[src/rtl/motion_pkg.sv]
// Shared definitions for the motion threshold filter: display modes, the default
// overlay colour and the pixel pipeline latency.
package motion_pkg;

  typedef enum logic [1:0] {
    MODE_PASS    = 2'd0,
    MODE_OVERLAY = 2'd1,
    MODE_MASK    = 2'd2,
    MODE_DIFF    = 2'd3
  } mode_e;

  localparam int unsigned DEF_CH_W = 8;
  localparam logic [3*DEF_CH_W-1:0] DEF_OVERLAY = {{DEF_CH_W{1'b1}}, {(2*DEF_CH_W){1'b0}}};

  // Diff register + flag register + (RUN_LEN-1) cycles of run-filter look-ahead.
  function automatic int unsigned pipe_latency(input int unsigned run_len);
    return run_len + 1;
  endfunction

endpackage

[src/rtl/motion_run_filter.sv]
// 1-D horizontal opening: a pixel survives iff it lies inside a run of at least
// RUN_LEN consecutive set flags. Marked output lags the registered flag by RUN_LEN-1.
module motion_run_filter #(
  parameter int unsigned RUN_LEN = 3
) (
  input  logic clk,
  input  logic rst,
  input  logic flag_i,
  output logic marked_o
);

  localparam int unsigned SrW = 2 * RUN_LEN - 1;

  logic [SrW-1:0] sr_q, sr_d;

  always_comb begin
    sr_d = (sr_q << 1) | SrW'(flag_i);
  end

  always_ff @(posedge clk or posedge rst) begin
    if (rst) begin
      sr_q <= '0;
    end else begin
      sr_q <= sr_d;
    end
  end

  // Centre pixel sits at sr_q[RUN_LEN-1]; every window j..j+RUN_LEN-1 with j < RUN_LEN covers it.
  always_comb begin
    marked_o = 1'b0;
    for (int j = 0; j < RUN_LEN; j++) begin
      marked_o = marked_o | (&sr_q[j +: RUN_LEN]);
    end
  end

endmodule

[src/rtl/motion_threshold_filter.sv]
// Frame-differencing motion detector: |curr-prev| threshold, run filter, re-colouring
// and per-frame motion statistics, with configuration shadowed at vsync.
module motion_threshold_filter
  import motion_pkg::*;
#(
  parameter int unsigned        CH_W          = 8,
  parameter int unsigned        PIX_W         = 8,
  parameter int unsigned        RUN_LEN       = 3,
  parameter int unsigned        CNT_W         = 22,
  parameter logic [PIX_W-1:0]   DEF_THRESHOLD = PIX_W'(128),
  parameter logic [3*CH_W-1:0]  OVERLAY       = {{CH_W{1'b1}}, {(2*CH_W){1'b0}}}
) (
  input  logic                 clk,
  input  logic                 rst,
  input  logic [3*CH_W-1:0]    i_vid_data,
  input  logic                 i_vid_hsync,
  input  logic                 i_vid_vsync,
  input  logic                 i_vid_VDE,
  input  logic [PIX_W-1:0]     i_curr_grey,
  input  logic [PIX_W-1:0]     i_prev_grey,
  input  logic [PIX_W-1:0]     i_threshold,
  input  logic [CNT_W-1:0]     i_frame_thr,
  input  logic [1:0]           i_mode,
  output logic [3*CH_W-1:0]    o_vid_data,
  output logic                 o_vid_hsync,
  output logic                 o_vid_vsync,
  output logic                 o_vid_VDE,
  output logic [CNT_W-1:0]     o_motion_count,
  output logic                 o_motion_flag,
  output logic                 o_stats_valid
);

  localparam int unsigned DW  = 3 * CH_W;
  localparam int unsigned LAT = pipe_latency(RUN_LEN);

  typedef struct packed {
    logic [DW-1:0]    data;
    logic             hs;
    logic             vs;
    logic             vde;
    logic [PIX_W-1:0] diff;
  } pix_t;

  pix_t dl_q [LAT];
  pix_t dl_d [LAT];
  pix_t out;

  logic             vs_in_q;
  logic [PIX_W-1:0] thr_s_q, thr_s_d;
  logic [CNT_W-1:0] fthr_s_q, fthr_s_d;
  mode_e            mode_s_q, mode_s_d;

  logic             vs_out_q;
  logic             primed_q, primed_d;
  logic [CNT_W-1:0] count_q, count_d, count_inc;
  logic [CNT_W-1:0] fthr_frame_q, fthr_frame_d;
  logic [CNT_W-1:0] motion_count_q, motion_count_d;
  logic             motion_flag_q, motion_flag_d;
  logic             stats_valid_q, stats_valid_d;

  logic             flag_d;
  logic             marked;
  logic [CH_W-1:0]  diff_ch;
  logic             vs_rise_in, vs_rise_out;

  // dl_q[0] is the diff stage; dl_q[LAT-1] lines up with the run filter's centre pixel.
  always_comb begin
    dl_d[0].data = i_vid_data;
    dl_d[0].hs   = i_vid_hsync;
    dl_d[0].vs   = i_vid_vsync;
    dl_d[0].vde  = i_vid_VDE;
    dl_d[0].diff = (i_curr_grey >= i_prev_grey) ? (i_curr_grey - i_prev_grey)
                                                 : (i_prev_grey - i_curr_grey);
    for (int k = 1; k < LAT; k++) begin
      dl_d[k] = dl_q[k-1];
    end
  end

  always_ff @(posedge clk or posedge rst) begin
    if (rst) begin
      for (int k = 0; k < LAT; k++) begin
        dl_q[k] <= '0;
      end
    end else begin
      dl_q <= dl_d;
    end
  end

  assign out    = dl_q[LAT-1];
  assign flag_d = dl_q[0].vde && (dl_q[0].diff > thr_s_q);

  motion_run_filter #(
    .RUN_LEN (RUN_LEN)
  ) u_run_filter (
    .clk      (clk),
    .rst      (rst),
    .flag_i   (flag_d),
    .marked_o (marked)
  );

  // Shadow configuration, reloaded once per frame on the input vsync rise.
  assign vs_rise_in = i_vid_vsync & ~vs_in_q;

  always_comb begin
    thr_s_d  = thr_s_q;
    fthr_s_d = fthr_s_q;
    mode_s_d = mode_s_q;
    if (vs_rise_in) begin
      thr_s_d  = i_threshold;
      fthr_s_d = i_frame_thr;
      mode_s_d = mode_e'(i_mode);
    end
  end

  always_ff @(posedge clk or posedge rst) begin
    if (rst) begin
      vs_in_q  <= 1'b0;
      thr_s_q  <= DEF_THRESHOLD;
      fthr_s_q <= '1;
      mode_s_q <= MODE_PASS;
    end else begin
      vs_in_q  <= i_vid_vsync;
      thr_s_q  <= thr_s_d;
      fthr_s_q <= fthr_s_d;
      mode_s_q <= mode_s_d;
    end
  end

  // Diff view: MSB-align the grey difference into each colour channel.
  if (CH_W == PIX_W) begin : g_diff_eq
    assign diff_ch = out.diff;
  end else if (CH_W > PIX_W) begin : g_diff_pad
    assign diff_ch = {out.diff, {(CH_W-PIX_W){1'b0}}};
  end else begin : g_diff_trunc
    assign diff_ch = out.diff[PIX_W-1 -: CH_W];
  end

  always_comb begin
    o_vid_data = '0;
    if (out.vde) begin
      case (mode_s_q)
        MODE_PASS:    o_vid_data = out.data;
        MODE_OVERLAY: o_vid_data = marked ? OVERLAY : out.data;
        MODE_MASK:    o_vid_data = marked ? '1 : '0;
        MODE_DIFF:    o_vid_data = {3{diff_ch}};
        default:      o_vid_data = out.data;
      endcase
    end
  end

  assign o_vid_hsync = out.hs;
  assign o_vid_vsync = out.vs;
  assign o_vid_VDE   = out.vde;

  // Statistics. fthr_frame_q holds the frame threshold that was in force while the
  // frame being counted was streaming out; fthr_s_q already belongs to the next frame.
  assign vs_rise_out = out.vs & ~vs_out_q;
  assign count_inc   = (out.vde && marked && (count_q != '1)) ? count_q + CNT_W'(1) : count_q;

  always_comb begin
    count_d        = count_inc;
    fthr_frame_d   = fthr_frame_q;
    primed_d       = primed_q;
    motion_count_d = motion_count_q;
    motion_flag_d  = motion_flag_q;
    stats_valid_d  = 1'b0;
    if (vs_rise_out) begin
      count_d      = '0;
      fthr_frame_d = fthr_s_q;
      primed_d     = 1'b1;
      if (primed_q) begin
        motion_count_d = count_inc;
        motion_flag_d  = count_inc > fthr_frame_q;
        stats_valid_d  = 1'b1;
      end
    end
  end

  always_ff @(posedge clk or posedge rst) begin
    if (rst) begin
      vs_out_q       <= 1'b0;
      primed_q       <= 1'b0;
      count_q        <= '0;
      fthr_frame_q   <= '1;
      motion_count_q <= '0;
      motion_flag_q  <= 1'b0;
      stats_valid_q  <= 1'b0;
    end else begin
      vs_out_q       <= out.vs;
      primed_q       <= primed_d;
      count_q        <= count_d;
      fthr_frame_q   <= fthr_frame_d;
      motion_count_q <= motion_count_d;
      motion_flag_q  <= motion_flag_d;
      stats_valid_q  <= stats_valid_d;
    end
  end

  assign o_motion_count = motion_count_q;
  assign o_motion_flag  = motion_flag_q;
  assign o_stats_valid  = stats_valid_q;

endmodule

[config.mk]
export PLATFORM = sky130hd
export DESIGN_NAME = motion_threshold_filter
export DESIGN_NICKNAME = d
export VERILOG_FILES = /design/src/rtl/motion_pkg.sv /design/src/rtl/motion_run_filter.sv /design/src/rtl/motion_threshold_filter.sv
export SDC_FILE = /design/constraint.sdc
export NUM_CORES = 1
export LEC_CHECK = 0
export BUFFER_PORTS_ARGS = -buffer_cell sky130_fd_sc_hd__buf_4
export CORE_ASPECT_RATIO = 0.75
export CORE_UTILIZATION = 45
export CTS_BUF_LIST = sky130_fd_sc_hd__clkbuf_16
export DETAILED_ROUTE_END_ITERATION = 7
export PLACE_DENSITY_LB_ADDON = 0.15
export SYNTH_ARGS = -nofsm -noshare
export SYNTH_HDL_FRONTEND = slang
export SYNTH_SLANG_ARGS = --single-unit
[constraint.sdc]
create_clock -name clk -period 12.8 [get_ports clk]
set_input_delay 1.92 -clock clk [delete_from_list [all_inputs] [get_ports clk]]
set_output_delay 1.92 -clock clk [all_outputs]
set_load 0.01 [all_outputs]
==> results of run 1 <==
## stage by stage
| stage | area (um2) | util | power [mW] |
|---|---|---|---|
| after floorplan | 9770 | - | 1.05 |
| after global placement | 11000 | 0.518 | 1.13 |
| after detailed placement | 11000 | 0.518 | 1.13 |
| after CTS | 11700 | 0.553 | 1.81 |
| after global routing | 11700 | 0.553 | 1.88 |
| final | 11700 | 0.553 | 1.78 |
## area by class of cell
| cell class | instances | area [um2] |
|---|---|---|
| clock buffer | 25 | 626 |
| clock inverter | 20 | 121 |
| fill | 1814 | 9500 |
| inverter | 85 | 327 |
| multi-input combinational | 461 | 3080 |
| sequential | 247 | 6240 |
| tap | 288 | 360 |
| timing repair buffer | 132 | 991 |
## state kept, by name, indices dropped and copies added, names as in the netlist, 2 cells and up
| name | count |
|---|---|
| count_q | 22 |
| diff_ch | 8 |
| dl_d | 104 |
| dl_q | 24 |
| fthr_frame_q | 22 |
| fthr_s_q | 22 |
| mode_s_q | 2 |
| o_motion_count | 22 |
| thr_s_q | 8 |
| u_run_filter.sr_q | 5 |
## Yosys cell counts (2+ instances only)
master	number	share of area
dfrtp_1	202	0.52
inv_1	85	0.033
nand2_1	81	0.031
o21ai_0	73	0.037
nor2_1	49	0.019
ha_1	46	0.059
dfstp_2	45	0.12
mux2_2	26	0.030
clkbuf_1	20	0.0077
a31oi_1	19	0.012
nand4_1	18	0.012
nand3_1	17	0.0087
a21oi_1	15	0.0077
a21o_1	14	0.011
xnor2_1	14	0.013
xor2_1	13	0.012
o21ai_1	10	0.0051
nor2b_1	7	0.0045
and3_1	5	0.0032
mux2i_1	5	0.0051
nor3_1	5	0.0026
buf_6	4	0.0046
nor4_1	4	0.0026
and4_1	3	0.0027
buf_1	3	0.0012
o31a_1	3	0.0027
a211oi_1	2	0.0015
buf_2	2	0.0010
fa_1	2	0.0041
nand2b_1	2	0.0013
o211a_1	2	0.0020
o21a_1	2	0.0015
## cell families after synthesis
| logic type | after synthesis | synth area share |
|---|---|---|
| AOI/OAI and AO/OA | 153 | 0.0949 |
| xor gates and xnor gates | 27 | 0.0242 |
| buffers and inverters | 115 | 0.0480 |
| adders and majority gates | 48 | 0.0630 |
| DFF | 247 | 0.638 |
| muxes | 31 | 0.0351 |
| and+or+nand+nor | 202 | 0.0964 |
## path summary, 6_finish.rpt
kind                                         startpoint                         to  cells after the start  slack (ps)
worst max-delay path            mode_s_q[1]$_DFFE_PP0P_             o_vid_data[13]                      4        7970
worst min-delay path                 dl_d[59]$_DFF_PP0_         dl_d[24]$_DFF_PP0_                      0         350
worst max register to register      o_vid_VDE$_DFF_PP0_  o_motion_flag$_DFFE_PP0P_                     11        8960
worst min register to register       dl_d[59]$_DFF_PP0_         dl_d[24]$_DFF_PP0_                      0         350
max in group asynchronous                           rst       primed_q$_DFFE_PP0P_                      3        9770
min in group asynchronous                           rst         dl_d[49]$_DFF_PP0_                      2        1590
## critical path: cells and delay by family, from the launching register on
kind / cells / cell delay, ps
AOI/OAI and AO/OA: 2 / 1360
and+or+nand+nor: 1 / 130
buffers and inverters: 1 / 160
DFF: 1 / 750
## power by group
group	internal [mW]	leakage [nW]	switching (mW)	total, mW
sequential	0.873	2.94	0.0340	0.907
combinational	0.0922	2.44	0.117	0.209
clock	0.375	0.398	0.288	0.663
## cells in the final DEF (no fill, tap or decap), drive strengths merged, types with 2 or more instances in the layout
master  count
and4        4
or2         2
mux2       26
clkinv      9
o31a        3
o211a       2
nand2b      2
o31ai       2
nor2b       7
ha         46
a21oi      16
nor3        6
nand4      19
nor4        4
clkbuf     25
fa          2
a21o       14
mux2i       5
buf       132
nand3      18
a31oi      19
dfrtp     202
a21boi      2
nor2       49
o21ai      83
and3        6
dfstp      45
o21a        2
inv        94
a211oi      3
xnor2      14
xor2       13
nand2      81
## layer usage
metal / vias up / track usage / wire length [um]
li1: 3011 / - / -
met5: - / 0 / 0
met4: 0 / 0.0432 / 346
met2: 144 / 0.237 / 7540
met3: 32 / 0.0370 / 1180
met1: 2953 / 0.301 / 10100
==> results_dict.tcl, run 1 <==
set metrics [dict create \
    tritoncts "built" \
    first_global_vias 5793 \
    grt_usage 0.181 \
    setup_violations 0 \
    crit_arrival_ps 2910 \
    period_share 0.377 \
    slew_violations 0 \
    place_ws_ps 8540 \
    syn-num-nets 948 \
    critical-path-slowest-cell "a21oi_1" \
    avgViaCountPerCell 4.88 \
    cts-resized-gates 0 \
    cts_num_sinks 247 \
    finalNonFillerCells 1258 \
    routedWlPerCell_um 15.2 \
    slew_headroom 0.162 \
    critPathKind "flop to output port" \
    dp.cells 1213 \
    gp_congestion 0.848 \
    fin_skew_ps 13.0 \
    syn_avg_cell_area_um2 11.9 \
    dp_hpwl_um 13200 \
    hold_violations 0 \
    yosysWarnings 0 \
    p_per_area_nw_per_um2 152 \
    postCtsHoldBufs 0 \
    required_ps 10880 \
    start_util 0.460 \
    cts.htree.levels 1 \
    antenna_cells 0 \
    end_kind "output port" \
    numCtsBuffers 25 \
    synth.ff_latch_count 247 \
    wirelength_um 19200 \
    cp_max_fo 35 \
    grt_pass1_wl_um 31100 \
    cts-root-buf "clkbuf_16" \
    rows 46 \
    setup_tns_ps 0 \
    rsz0062_at_grt "no" \
    netlist_area_um2 9770 \
    synth_cells 823 \
    grt_max_degree 122 \
    clockBufferDepth 3 \
    io_buffers 127 \
    die_h_um 130 \
    cp_cell_sequence "a21oi_1 -> nand2_1 -> a31oi_1 -> buf_4" \
    clk_pin_slew_ps 60 \
    insertion_delay_ps 510 \
    worstMarginPinSlew_ps 1260 \
    finalHoldWorstSlack_ps 345 \
    layout_setup_ws_ps 7970 \
    first_pass_iters 4 \
    synth_enable_flop_cells 0 \
    cts_setup_buffers 0 \
    coreArea_um2 21200 \
    cap_violations 0 \
    fin_crit_ps 4830 \
    status "finished clean" \
    synthArstFlopShare 1.00 \
    fmax_mhz 207 \
    nNetsFinal 1077 \
    synth_flop_cell "dfrtp_1" \
    antenna_found_initial 0 \
    synth_seq_area_share 0.638 \
    remaining_drc_errors 0 \
    drt_iter0_drc 479 \
    fp.dieArea_um2 22300 \
    peakVddDrop_uv 108 \
    io_pins 128 \
    start_kind "flop" \
    p_leak_nw 5.77 \
    die_w_um 172 \
    antenna_left 0 \
    ys_types 57 \
    slowest_delay_ps 1140 \
    area_growth_pct 20.2 \
    layout-drive-gt1-share 0.260 \
    overflow 0 \
    hold_path.class "flop to flop" \
    vias 6140 \
]
Power figures use the tool's default switching activity.
==> run 2, diff against run 1 <==
==> constraint.sdc (replaced) <==
create_clock -name clk -period 4.85 [get_ports clk]
set_input_delay 0.7275 -clock clk [delete_from_list [all_inputs] [get_ports clk]]
set_output_delay 0.7275 -clock clk [all_outputs]
set_load 0.01 [all_outputs]
==> results_dict.tcl, run 2 (same netlist as run 1, synthesis figures left out) <==
set metrics [dict create \
    io_pins 128 \
    dp.cells 1213 \
    start_kind "flop" \
    cap_violations 0 \
    antenna_left 0 \
    layout-drive-gt1-share 0.257 \
    crit_family "compound AO/OA/AOI/OAI gates" \
    critPathKind "flop to output port" \
    power_mw 4.79 \
    status "finished clean" \
    design_area_um2 11800 \
    rrSetupSlack_ps 1330 \
    dp_hpwl_um 13300 \
    setup_violations 0 \
    insertion_delay_ps 510 \
    rows 46 \
    grt_pass1_wl_um 31200 \
    fin_crit_ps 3670 \
    nFillCells 1810 \
    antenna_found_initial 0 \
    p_leak_nw 5.78 \
    nNetsFinal 1076 \
    end_kind "output port" \
    antenna_cells 0 \
    first_pass_iters 7 \
    cts_setup_buffers 0 \
    grt_max_degree 163 \
    routedWlPerCell_um 15.5 \
    postCtsHoldBufs 0 \
    fin_skew_ps 16.1 \
    slew_violations 0 \
    tritoncts "built" \
    setup_tns_ps 0 \
    clockBufferDepth 3 \
    overflow 0 \
    layout_common_cells "dfrtp_1, buf_4, inv_1" \
    die_w_um 172 \
    remaining_drc_errors 0 \
    io_buffers 127 \
    period_share 0.756 \
    cp_max_fo 35 \
    cts_num_sinks 247 \
    cts-root-buf "clkbuf_16" \
    grt_usage 0.181 \
    finalNonFillerCells 1257 \
    drt_iter0_drc 528 \
    slew_headroom 0.221 \
    slowest_delay_ps 1070 \
    layout_commonest_cell "dfrtp_1" \
    worstMarginPinSlew_ps 1170 \
    path_buf_inv 1 \
    numCtsBuffers 24 \
    area_growth_pct 20.6 \
    avgViaCountPerCell 4.91 \
    die_h_um 130 \
    clk_pin_slew_ps 60 \
    fmax_mhz 273 \
    start_util 0.460 \
    gp_congestion 0.857 \
    hold_path.class "primary input to async pin" \
    cts.htree.levels 1 \
    coreArea_um2 21200 \
    wirelength_um 19500 \
    first_global_vias 5899 \
    cp_cell_sequence "a21oi_1 -> nand2_1 -> a31oi_1 -> buf_4" \
    hold_violations 0 \
    fp.dieArea_um2 22300 \
    p_per_area_nw_per_um2 406 \
    vias 6168 \
    crit_arrival_ps 2940 \
    required_ps 4120 \
    peakVddDrop_uv 263 \
    critical-path-slowest-cell "a21oi_1" \
    rsz0062_at_grt "no" \
    largest_reg_flops 104 \
    cts-resized-gates 0 \
    place_area_um2 11000 \
    utilization 0.555 \
]
[run 2: cell count changes in the layout (fill, tap and decap cells not counted), sizes merged]
cell    previous run  this run
inv               94        90
bufinv             1         3
clkinv             9        10
[run 2: worst register-to-register path, delay by kind of cell (launching register included)]
kind | cells | cell delay, ps
flops | 1 | 340
simple gates | 3 | 830
fa+ha+maj | 1 | 300
xor+xnor | 1 | 270
compound gates | 4 | 1330
buf+inv | 2 | 370
[run 2: report_power, final]
part / switching [mW] / internal, mW / leakage, nW
clock network: 0.746 / 1.09 / 0.402
registers: 0.0906 / 2.30 / 2.94
logic: 0.316 / 0.244 / 2.44
[run 2: worst paths after layout]
kind,depth (start not counted),start,to
setup / recovery,4,mode_s_q[1]$_DFFE_PP0P_,o_vid_data[2]
hold / removal,2,rst,dl_d[10]$_DFF_PP0_
setup reg to reg,11,o_vid_VDE$_DFF_PP0_,o_motion_flag$_DFFE_PP0P_
hold reg to reg,0,dl_d[1]$_DFF_PP0_,diff_ch[1]$_DFF_PP0_
max in group asynchronous,3,rst,count_q[6]$_DFF_PP0_
min in group clk,1,i_vid_VDE,dl_d[78]$_DFF_PP0_
[run 2: layer usage]
layer  global-route usage  routed length (um)  part of all wire
met4               0.0448                 377             0.019
met1                0.294                9980              0.51
met3               0.0367                1260             0.065
met5                    0                   0                 0
met2                0.241                7850              0.40
[run 2: metrics by stage]
| stage | setup slack [ps] | hold WS [ps] |
|---|---|---|
| floorplan | 914 | 331 |
| global placement | 1500 | 333 |
| detailed placement | 1370 | 335 |
| CTS | 1260 | 255 |
| global route | 904 | 278 |
| finish | 1180 | 256 |
[run 2: final cells by class]
class                      instances  area [um2]  area share
timing repair buffer             132        1000      0.0851
clock inverter                    19         158      0.0134
multi-input combinational        461        3080       0.261
sequential                       247        6240       0.529
tap                              288         360      0.0306
inverter                          85         323      0.0274
clock buffer                      25         626      0.0531
==> run 3, diff against run 2 <==
--- a/config.mk
+++ b/config.mk
@@ -5,6 +5,7 @@
 export SDC_FILE = /design/constraint.sdc
 export NUM_CORES = 1
 export LEC_CHECK = 0
+export ABC_AREA = 1
 export BUFFER_PORTS_ARGS = -buffer_cell sky130_fd_sc_hd__buf_4
 export CORE_ASPECT_RATIO = 0.75
 export CORE_UTILIZATION = 45
==> constraint.sdc (replaced) <==
create_clock -name clk -period 3 [get_ports clk]
set_input_delay 0.45 -clock clk [delete_from_list [all_inputs] [get_ports clk]]
set_output_delay 0.45 -clock clk [all_outputs]
set_load 0.01 [all_outputs]
==> results_dict.tcl, run 3 <==
set metrics [dict create \
    layout_commonest_cell "nand2_1" \
    routedWlPerCell_um 14.6 \
    die_w_um 177 \
    synth.ff_latch_count 247 \
    die_h_um 133 \
    first_pass_iters 5 \
    cp_cell_sequence "ha_4 -> nand3_2 -> inv_2 -> nand2_2 -> nor2_4 -> nand2_2 -> nand2_8 -> clkinv_8 -> buf_12 -> nand2_4 -> nand2_2 -> inv_1 -> ha_1 -> nand2_1 -> nor2_1 -> nand4_1 -> nor2_1 -> a21oi_1 -> nand2_1 -> nand2_1" \
    dp_hpwl_um 15500 \
    fin_crit_ps 2780 \
    coreArea_um2 22300 \
    slew_headroom 0.398 \
    layout_common_cells "nand2_1, dfrtp_1, buf_4" \
    wl_met1_um 11400 \
    tritoncts "built" \
    nNetsFinal 1289 \
    crit_family "simple AND/OR/NAND/NOR gates" \
    cp_max_fo 13 \
    cts.htree.levels 1 \
    setup_violations 0 \
    synth_top_cell_area_share 0.488 \
    period_share 0.928 \
    synth_cells 1024 \
    antenna_cells 0 \
    start_kind "flop" \
    cts_setup_buffers 0 \
    grt_pass1_wl_um 35300 \
    wirelength_um 21600 \
    antenna_found_initial 0 \
    synthArstFlopShare 1.00 \
    largest_reg_flops 104 \
    synth.area.top_cells "dfrtp_1, dfstp_2, nand2_1" \
    insertion_delay_ps 520 \
    synth_flop_cell "dfrtp_1" \
    synth.most_common_cell "nand2_1" \
    fmax_mhz 359 \
    remaining_drc_errors 0 \
    startpoint "count_q[0]$_DFF_PP0_" \
    clockBufferDepth 3 \
    hold_violations 0 \
    synth_largest_area_cell "dfrtp_1" \
    io_pins 128 \
    grt_max_degree 74 \
    r2r_start "count_q[0]$_DFF_PP0_" \
    first_global_vias 6640 \
    status "finished clean" \
    highest_layer "met4" \
    area_growth_pct 21.0 \
    postCtsHoldBufs 0 \
    slew_violations 0 \
    layout-drive-gt1-share 0.265 \
    hold_path.class "primary input to flop" \
    cts-root-buf "clkbuf_16" \
    crit_arrival_ps 3200 \
    io_buffers 127 \
    ys_types 35 \
    vias 6922 \
    syn_avg_cell_area_um2 10.1 \
    path_buf_inv 4 \
    p_leak_nw 6.30 \
    avgViaCountPerCell 4.69 \
    syn-num-nets 1149 \
    end_kind "flop" \
    critical-path-slowest-cell "dfrtp_2" \
    cts_num_sinks 247 \
    required_ps 3410 \
    start_util 0.464 \
    synth_enable_flop_cells 0 \
    yosysWarnings 0 \
    p_per_area_nw_per_um2 618 \
    synth_seq_area_share 0.602 \
    met2WireLength_um 8420 \
    cap_violations 0 \
    rsz0062_at_grt "yes" \
    slowest_delay_ps 460 \
    setup_tns_ps 0 \
    min_from "i_vid_data[5]" \
    antenna_left 0 \
    gp_congestion 0.940 \
    fp.dieArea_um2 23700 \
    drt_iter0_drc 373 \
    netlist_area_um2 10400 \
    worstMarginPinSlew_ps 899 \
    fin_skew_ps 13.0 \
    numCtsBuffers 25 \
    power_mw 7.75 \
    grt_usage 0.191 \
    peakVddDrop_uv 432 \
    clk_pin_slew_ps 60 \
    dr_wl_met3_um 1330 \
    overflow 0 \
    synth.top_cells.by_count "nand2_1, dfrtp_1, inv_1, a21oi_1, nor2_1" \
    critPathKind "flop to flop" \
    rows 47 \
]
run 3: changes by cell type after synthesis, moves of 19 or more:
| cell | before | now |
|---|---|---|
| a21oi_1 | 15 | 57 |
| a31oi_1 | 19 | 0 |
| inv_1 | 85 | 123 |
| nand2_1 | 81 | 246 |
| nand2_2 | 0 | 24 |
| nand3_1 | 17 | 43 |
| nor2_2 | 0 | 20 |
| o21ai_0 | 73 | 44 |
run 3: final timing paths:
| check | to | slack [ps] | cells past startpoint |
|---|---|---|---|
| setup reg to reg | o_motion_flag$_DFFE_PP0P_ | 220 | 20 |
| max in group asynchronous | fthr_frame_q[5]$_DFFE_PP1P_ | 2050 | 3 |
| min in group asynchronous | dl_d[88]$_DFF_PP0_ | 80 | 2 |
| hold reg to reg | dl_d[3]$_DFF_PP0_ | 340 | 0 |
| setup / recovery | o_motion_flag$_DFFE_PP0P_ | 220 | 20 |
| hold / removal | dl_d[86]$_DFF_PP0_ | 40 | 1 |
run 3: cells by family (layout without fill, tap and decap cells):
logic type	Yosys count	after routing	share of synthesized area
and+or+nand+nor	409	409	0.174
DFF	247	247	0.602
buffers and inverters	157	316	0.0605
AOI/OAI and AO/OA	117	117	0.0599
adders and majority gates	48	48	0.0594
muxes	24	24	0.0261
xor gates and xnor gates	22	22	0.0186
run 3: timing repair:
| item | in CTS | in global routing |
|---|---|---|
| endpoints found under the hold margin | 0 | 0 |
| setup endpoints to repair | 0 | 17 |
| resized for setup | 0 | 10 |
run 3: report_power, final:
group / internal (mW) / switching (mW)
registers: 3.72 / 0.136
clock network: 1.69 / 1.24
logic: 0.395 / 0.566
total: 5.80 / 1.95
run 3: cell type report:
type / instances / area, um2
Inverter: 126 / 493
Clock buffer: 25 / 626
Timing Repair Buffer: 144 / 1130
Tap cell: 294 / 368
Sequential cell: 247 / 6240
Fill cell: 2017 / 9800
Multi-Input combinational cell: 620 / 3530
Clock inverter: 21 / 153
run 3: metal layers:
metal,vias to the layer above,GRT usage
met3,25,0.0360
met1,3222,0.318
met2,170,0.254
met5,-,0
li1,3505,-
met4,0,0.0385
run 3: worst register-to-register path: stages (launching register included):
cell and delay (ps):
dfrtp_2 460, ha_4 200, nand3_2 110, inv_2 60, nand2_2 100, nor2_4 50
nand2_2 100, nand2_8 100, clkinv_8 120, buf_12 180, nand2_4 80, nand2_2 80
inv_1 50, ha_1 290, nand2_1 80, nor2_1 150, nand4_1 110, nor2_1 130
a21oi_1 80, nand2_1 100, nand2_1 40
run 3: per-stage QoR:
stage	instances	instance area [um2]	util	hold slack (ps)	worst slack, ps
CTS	1477	12500	0.560	10.8	51.8
global placement	1431	11700	0.525	332	140
global route	1477	12500	0.561	12.2	-42.4
detailed placement	1431	11700	0.525	335	80.0
finish	1477	12500	0.561	39.5	216
floorplan	1024	10400	-	331	-659
